==> src/rtl/add_4b_arb.sv <==
// Two-requester round-robin front end sharing one 4-bit adder, with a single
// registered result slot that supports back-to-back accept and delivery.

module add_4b (
    input  logic [3:0] a,
    input  logic [3:0] b,
    output logic [3:0] sum
);

    // Carry out is intentionally dropped: the result is modulo 16.
    assign sum = a + b;

endmodule

module add_4b_arb (
    input  logic       clk,
    input  logic       rst_n,

    input  logic       req0_valid,
    input  logic [3:0] req0_x,
    input  logic [3:0] req0_y,
    output logic       req0_ready,

    input  logic       req1_valid,
    input  logic [3:0] req1_x,
    input  logic [3:0] req1_y,
    output logic       req1_ready,

    output logic       res_valid,
    input  logic       res_ready,
    output logic [3:0] res_sum,
    output logic       res_id
);

    typedef enum logic [0:0] {StIdle, StHold} state_e;

    state_e     state_q;
    logic [3:0] res_sum_q;
    logic       res_id_q;
    logic       last_id_q;

    logic       grant0;
    logic       grant1;
    logic       slot_free;
    logic       handshake;
    logic [3:0] add_a;
    logic [3:0] add_b;
    logic [3:0] add_sum;

    // On a tie the requester not served last wins; a lone valid always wins.
    always_comb begin
        grant0 = req0_valid & (~req1_valid | last_id_q);
        grant1 = req1_valid & (~req0_valid | ~last_id_q);
    end

    assign slot_free  = (state_q == StIdle) | res_ready;
    assign req0_ready = slot_free & grant0;
    assign req1_ready = slot_free & grant1;
    assign handshake  = req0_ready | req1_ready;

    assign add_a = grant1 ? req1_x : req0_x;
    assign add_b = grant1 ? req1_y : req0_y;

    add_4b u_add (
        .a   (add_a),
        .b   (add_b),
        .sum (add_sum)
    );

    always_ff @(posedge clk or negedge rst_n) begin
        if (!rst_n) begin
            state_q   <= StIdle;
            res_sum_q <= 4'b0000;
            res_id_q  <= 1'b0;
            last_id_q <= 1'b1;
        end else if (handshake) begin
            state_q   <= StHold;
            res_sum_q <= add_sum;
            res_id_q  <= grant1;
            last_id_q <= grant1;
        end else if (state_q == StHold && res_ready) begin
            state_q <= StIdle;
        end
    end

    assign res_valid = (state_q == StHold);
    assign res_sum   = res_sum_q;
    assign res_id    = res_id_q;

endmodule

==> config.mk <==
export PLATFORM = sky130hd
export DESIGN_NAME = add_4b_arb
export DESIGN_NICKNAME = d
export VERILOG_FILES = /design/src/rtl/add_4b_arb.sv
export SDC_FILE = /design/constraint.sdc
export NUM_CORES = 1
export LEC_CHECK = 0
export ABC_AREA = 1
export CAP_MARGIN = 20
export CORE_MARGIN = 1
export CORE_UTILIZATION = 34
export CTS_CLUSTER_DIAMETER = 150
export CTS_CLUSTER_SIZE = 25
export DETAILED_ROUTE_END_ITERATION = 8
export GPL_TIMING_DRIVEN = 0
export HOLD_SLACK_MARGIN = 0.1
export MAX_ROUTING_LAYER = met4
export PLACE_DENSITY = 0.74
export SYNTH_ARGS = -nofsm -noshare
export SYNTH_HDL_FRONTEND = slang
export SYNTH_HIERARCHICAL = 1
export SYNTH_SLANG_ARGS = --single-unit
==> constraint.sdc <==
create_clock -name clk -period 1.7 [get_ports clk]
set_input_delay 0.17 -clock clk [delete_from_list [all_inputs] [get_ports clk]]
set_output_delay 0.17 -clock clk [all_outputs]
set_load 0.01 [all_outputs]
# ---- Word-level counts from Yosys, hierarchy flattened
# Index checks and enable logic that the tools add are counted.
dict set report word_totals {
  reg_bits 7
  latch_bits 0
  ram_bits 0
  rom_bits 0
  in_bits 21
  wordCells 23
  mem_count 0
}
dict set report classes {
  addsub 1
  n_mul 0
  div_mod_pow 0
  magnitude_cmp 0
  eq_ne 0
  n_shift 0
  muxes 4
  n_bitwise 12
  reduce_logical 2
}
# cell count
set ops {}
lappend ops {{4-bit 2-to-1 mux} 2}
lappend ops {{4-bit adder} 1}
lappend ops {{1-bit AND} 4}
lappend ops {{1-bit NOT} 4}
lappend ops {{1-bit bitwise OR} 4}
lappend ops {{1-bit 2-to-1 mux} 2}
lappend ops {{2-bit nonzero test} 1}
lappend ops {{1-bit logical AND} 1}

# ---- Logic depth before layout (Yosys ltp)
dict set report depth {
  depth_word 6
  mapped_depth 12
  depth_no_buf 12
}

# ---- By module
# The synthesis kept the hierarchy.
# mod instances cells_per_inst area_each_um2 seq_area_each_um2
set modules_own_cells {}
lappend modules_own_cells {add_4b_arb 1 61 442.9 176.4}
lappend modules_own_cells {add_4b 1 19 122.6 0.0}

# ---- Worst setup path after synthesis
# OpenSTA, ideal clock, no wires.
dict set report synth_path {
  path_type {reg2reg}
  startpoint {reg last_id_q}
  endpoint {reg res_sum_q[2], in the netlist res_sum[2]}
  arrival_time_ns 1.555
  t_required_ns 1.583
  slack_ns 0.028
  stages_incl_launch_ff 9
  cell_sequence {dfstp_2 -> nand2_4 -> nand3_1 -> nand2_1 -> ha_1 -> fa_1 -> xor2_1 -> nand2_1 -> nand2_1}
}
dict set report synth_between {
  elab_chain_len 5
  elab_cells_between_ends 11
  classes_between {1 x add/sub; 2 x mux; 8 x bitwise}
}
# element line
set synth_lines {}
lappend synth_lines {{from (decl)} 40} ;# logic last_id_q;
lappend synth_lines {{from (signal assigned)} 80} ;# last_id_q <= grant1;
lappend synth_lines {{1-bit NOT} 53} ;# grant1 = req1_valid & (~req0_valid | ~last_id_q);
lappend synth_lines {{1-bit bitwise OR} 53}
lappend synth_lines {{1-bit AND} 53}
lappend synth_lines {{4-bit 2-to-1 mux} 61} ;# assign add_a = grant1 ? req1_x : req0_x;
lappend synth_lines {{via add_a[0]} 46} ;# logic [3:0] add_a;
lappend synth_lines {{4-bit adder} 11} ;# assign sum = a + b;
lappend synth_lines {{via add_sum[2]} 48} ;# logic [3:0] add_sum;
lappend synth_lines {{to (signal assigned)} 78} ;# res_sum_q <= add_sum;
lappend synth_lines {{to (decl)} 38} ;# logic [3:0] res_sum_q;
# The timed path passes the listed nets, and every way through them passes these cells.
# A chain may end at the register's enable or synchronous reset.

# ---- Worst setup path after layout
dict set report layout_path {
  startpoint {reg last_id_q}
  endpoint {reg res_sum_q[3], in the netlist res_sum[3]}
}
dict set report layout_between {
  elab_chain_len 5
  elab_cells_between_ends 11
  classes_between {1 x add/sub; 2 x mux; 8 x bitwise}
}
# element line
set layout_lines {}
lappend layout_lines {{1-bit NOT} 53}
lappend layout_lines {{1-bit bitwise OR} 53}
lappend layout_lines {{1-bit AND} 53}
lappend layout_lines {{4-bit 2-to-1 mux} 62} ;# assign add_b = grant1 ? req1_y : req0_y;
lappend layout_lines {{via add_b[2]} 47} ;# logic [3:0] add_b;
lappend layout_lines {{4-bit adder} 11}
lappend layout_lines {{via add_sum[3]} 48}
# The timed path passes the listed nets, and every way through them passes these cells.

==> impl_metrics.py <==
metrics = {
    "cts": {
        "path_clk_slew_ns": 0.05,
        "numCtsBuffers": 3,
        "clk_root_buffer_cell": "clkbuf_4",
        "cts-htree-levels": 1,
        "cts_hold_buf": 0,
        "cts_tree": "done",
        "insertion_delay_ns": 0.24,
        "clock_sinks": 7,
        "cts.path.max_buffers": 2,
    },
    "die": {
        "std_cell_rows": 14,
        "die_area_um2": 1830,
        "ios": 29,
        "fp.dieH_um": 42.8,
        "core_um2": 1520,
        "die_w_um": 42.8,
        "start_util": 0.371,
    },
    "placement": {
        "hpwl_um": 1030,
        "port_buffers": 28,
        "dp_slack_ns": -0.427,
        "place_congestion": 0.769,
    },
    "timing": {
        "layout_min_cycle_time_ns": 1.73,
        "setup_viol": 3,
        "fmax_ghz": 0.577,
        "grt_setup_unrepaired": "true",
        "post-route-period-util": 1.02,
        "skew_ns": 0.000658,
        "worstMarginPinSlew_ns": 0.305,
        "slew_headroom": 0.796,
        "drv_slew": 0,
        "hold_violations": 0,
        "setup_ws_ns": -0.0338,
    },
    "setup_path": {
        "crit_top_cell": "nand2_1",
        "cp-start-kind": "flop",
        "crit_arrival_ns": 1.87,
        "cpMaxStageDelayCell": "dfstp_2",
        "critPathCaptureType": "flop",
        "cp_max_fo": 8,
        "crit_required_ns": 1.83,
        "critical_path_class": "reg -> reg",
        "path_cells": "nand2_4 -> nand2_8 -> nand2_2 -> nand2_2 -> ha_4 -> or2_1 -> nand3_1 -> nand2_1 -> nand2_1 -> nand2_1",
        "max_stage_delay_ns": 0.57,
    },
    "routing": {
        "remaining_drc_errors": 0,
        "num_vias": 656,
        "antenna_left": 0,
        "dr.pass1.iters": 4,
        "postRouteWirelength_um": 1570,
        "drt-wirelength-per-cell_um": 11.7,
        "drtIter0Drc": 10,
        "viasPerCell": 4.90,
    },
    "synth": {
        "synth_top_area_frac": 0.265,
        "ys_ff_latch": 7,
        "synth-async-reset-ratio": 1.00,
        "yosys_warnings": 6,
        "yosysTopAreaCell": "dfrtp_1",
        "yosys-top-cells-area": "dfrtp_1, nand2_1, nand3_1, ha_1, dfstp_2",
        "synth_ff_type": "dfrtp_1",
        "synthDistinctLibCells": 16,
        "synthesis.area_um2": 566,
        "synthTopCellsByCount": "nand2_1, nand3_1, inv_1",
        "synthesis.instances": 80,
        "synth_edf_count": 0,
        "syn_nets": 105,
        "syn_avg_cell_area_um2": 7.07,
        "yosysMostFrequentCell": "nand2_1",
        "ys_seq_area_frac": 0.312,
    },
    "cells_and_area": {
        "layout-drive-gt1-share": 0.288,
        "syn_to_final_growth_pct": 82.5,
        "antenna_cells": 0,
        "nNetsFinal": 144,
    },
    "pwr": {
        "power_mw": 0.894,
        "powerDensity_nw_per_um2": 866,
        "ir_drop_mv": 0.376,
        "p_leak_nw": 0.516,
    },
    "run_status": {
        "status": "finished, violations left",
        "failed_checks": "negative setup slack",
    },
    "grt": {
        "grt.total_usage": 0.159,
        "grt_pass1_wl_um": 2200,
        "grt_start_max_net_pins": 11,
        "grt_overflow": 0,
        "grt_pass1_vias": 589,
        "antenna_found_initial": 0,
    },
    "worst_hold_path": {
        "hold_class": "in -> async",
    },
    "run": {
        "drv_cap": 0,
    },
}
-- registers in the layout (all words and copies together) (netlist names) --
signal / flops
res_sum: 4
last_id_q: 1
res_id: 1
res_valid: 1
-- metrics by stage --
step	hold slack [ns]	std cells	util	instance area (µm²)	setup TNS, ns
after detailed placement	0.446	124	0.568	866	-1.15
final	0.182	134	0.677	1030	-0.0536
after floorplan	-0.126	80	-	566	0
after global placement	0.436	124	0.568	866	-1.09
after CTS	0.182	132	0.611	931	-0.134
after global routing	0.198	134	0.677	1030	-0.321
-- worst max-delay path, delay by kind of cell, from the launching register on --
family	cells	cell delay, ns
AND/OR/NAND/NOR	9	0.83
flip-flops	1	0.57
adder cells (fa/ha/maj)	1	0.21
-- metal layers --
metal | share of wire | vias to the layer above | GRT usage
li1 | - | 330 | -
met5 | 0 | - | -
met3 | 0.040 | 2 | 0.0128
met2 | 0.59 | 25 | 0.291
met4 | 0.0038 | 0 | 0.0750
met1 | 0.37 | 299 | 0.171
-- repair_timing --
item	4_1_cts	5_1_grt
gates cloned	1	0
buffers inserted	3	2
endpoints found under the setup margin	5	5
pin swaps	3	11
resized for setup	7	19
-- report_power, final --
group          total, mW  internal (mW)  leakage, nW  switching [mW]
combinational      0.486          0.255        0.420           0.231
sequential         0.265          0.227       0.0812          0.0377
clock              0.143         0.0891       0.0150          0.0538
-- final cells by class --
class	instances	area [µm²]
clock buffers	4	26.3
well taps	16	20.0
fillers	133	492
repair buffers	33	322
inverters	7	26.3
flip-flops and latches	7	176
multi-input cells	66	450
plain buffers	1	11.3
-- layout by cell type (no fill, tap or decap), drive strengths merged --
| cell type | netlist | routed |
|---|---|---|
| ha | 3 | 3 |
| nor2 | 2 | 2 |
| dfstp | 1 | 1 |
| clkdlybuf4s50 | 0 | 24 |
| o21ai | 1 | 1 |
| fa | 1 | 1 |
| or2 | 1 | 1 |
| dfrtp | 6 | 6 |
| clkbuf | 0 | 4 |
| clkdlybuf4s15 | 0 | 1 |
| nand3 | 16 | 16 |
| inv | 7 | 7 |
| buf | 1 | 6 |
| dlygate4sd2 | 0 | 2 |
| nand2 | 40 | 41 |
| dlymetal6s2s | 0 | 1 |
| xor2 | 1 | 1 |
-- kinds of logic after synthesis --
logic type | after synthesis | share of synthesized area
XOR/XNOR | 1 | 0.0155
AO/OA/AOI/OAI | 1 | 0.00884
flip-flops | 7 | 0.312
adder cells (fa/ha/maj) | 4 | 0.102
buffers and inverters | 8 | 0.0597
AND/OR/NAND/NOR | 59 | 0.502
-- worst paths after layout --
kind / from / to / slack, ns / cells after the start
min in group clk: res_id$_DFFE_PN0P_ / res_id$_DFFE_PN0P_ / 0.47 / 2
worst max-delay path: last_id_q$_DFFE_PN1P_ / res_sum[3]$_DFFE_PN0P_ / -0.03 / 10
worst max register to register: last_id_q$_DFFE_PN1P_ / res_sum[3]$_DFFE_PN0P_ / -0.03 / 10
worst min register to register: res_id$_DFFE_PN0P_ / res_id$_DFFE_PN0P_ / 0.47 / 2
worst min-delay path: rst_n / res_sum[0]$_DFFE_PN0P_ / 0.18 / 1
max in group asynchronous: rst_n / last_id_q$_DFFE_PN1P_ / 1.24 / 1
(Power assumes the default switching activity.)
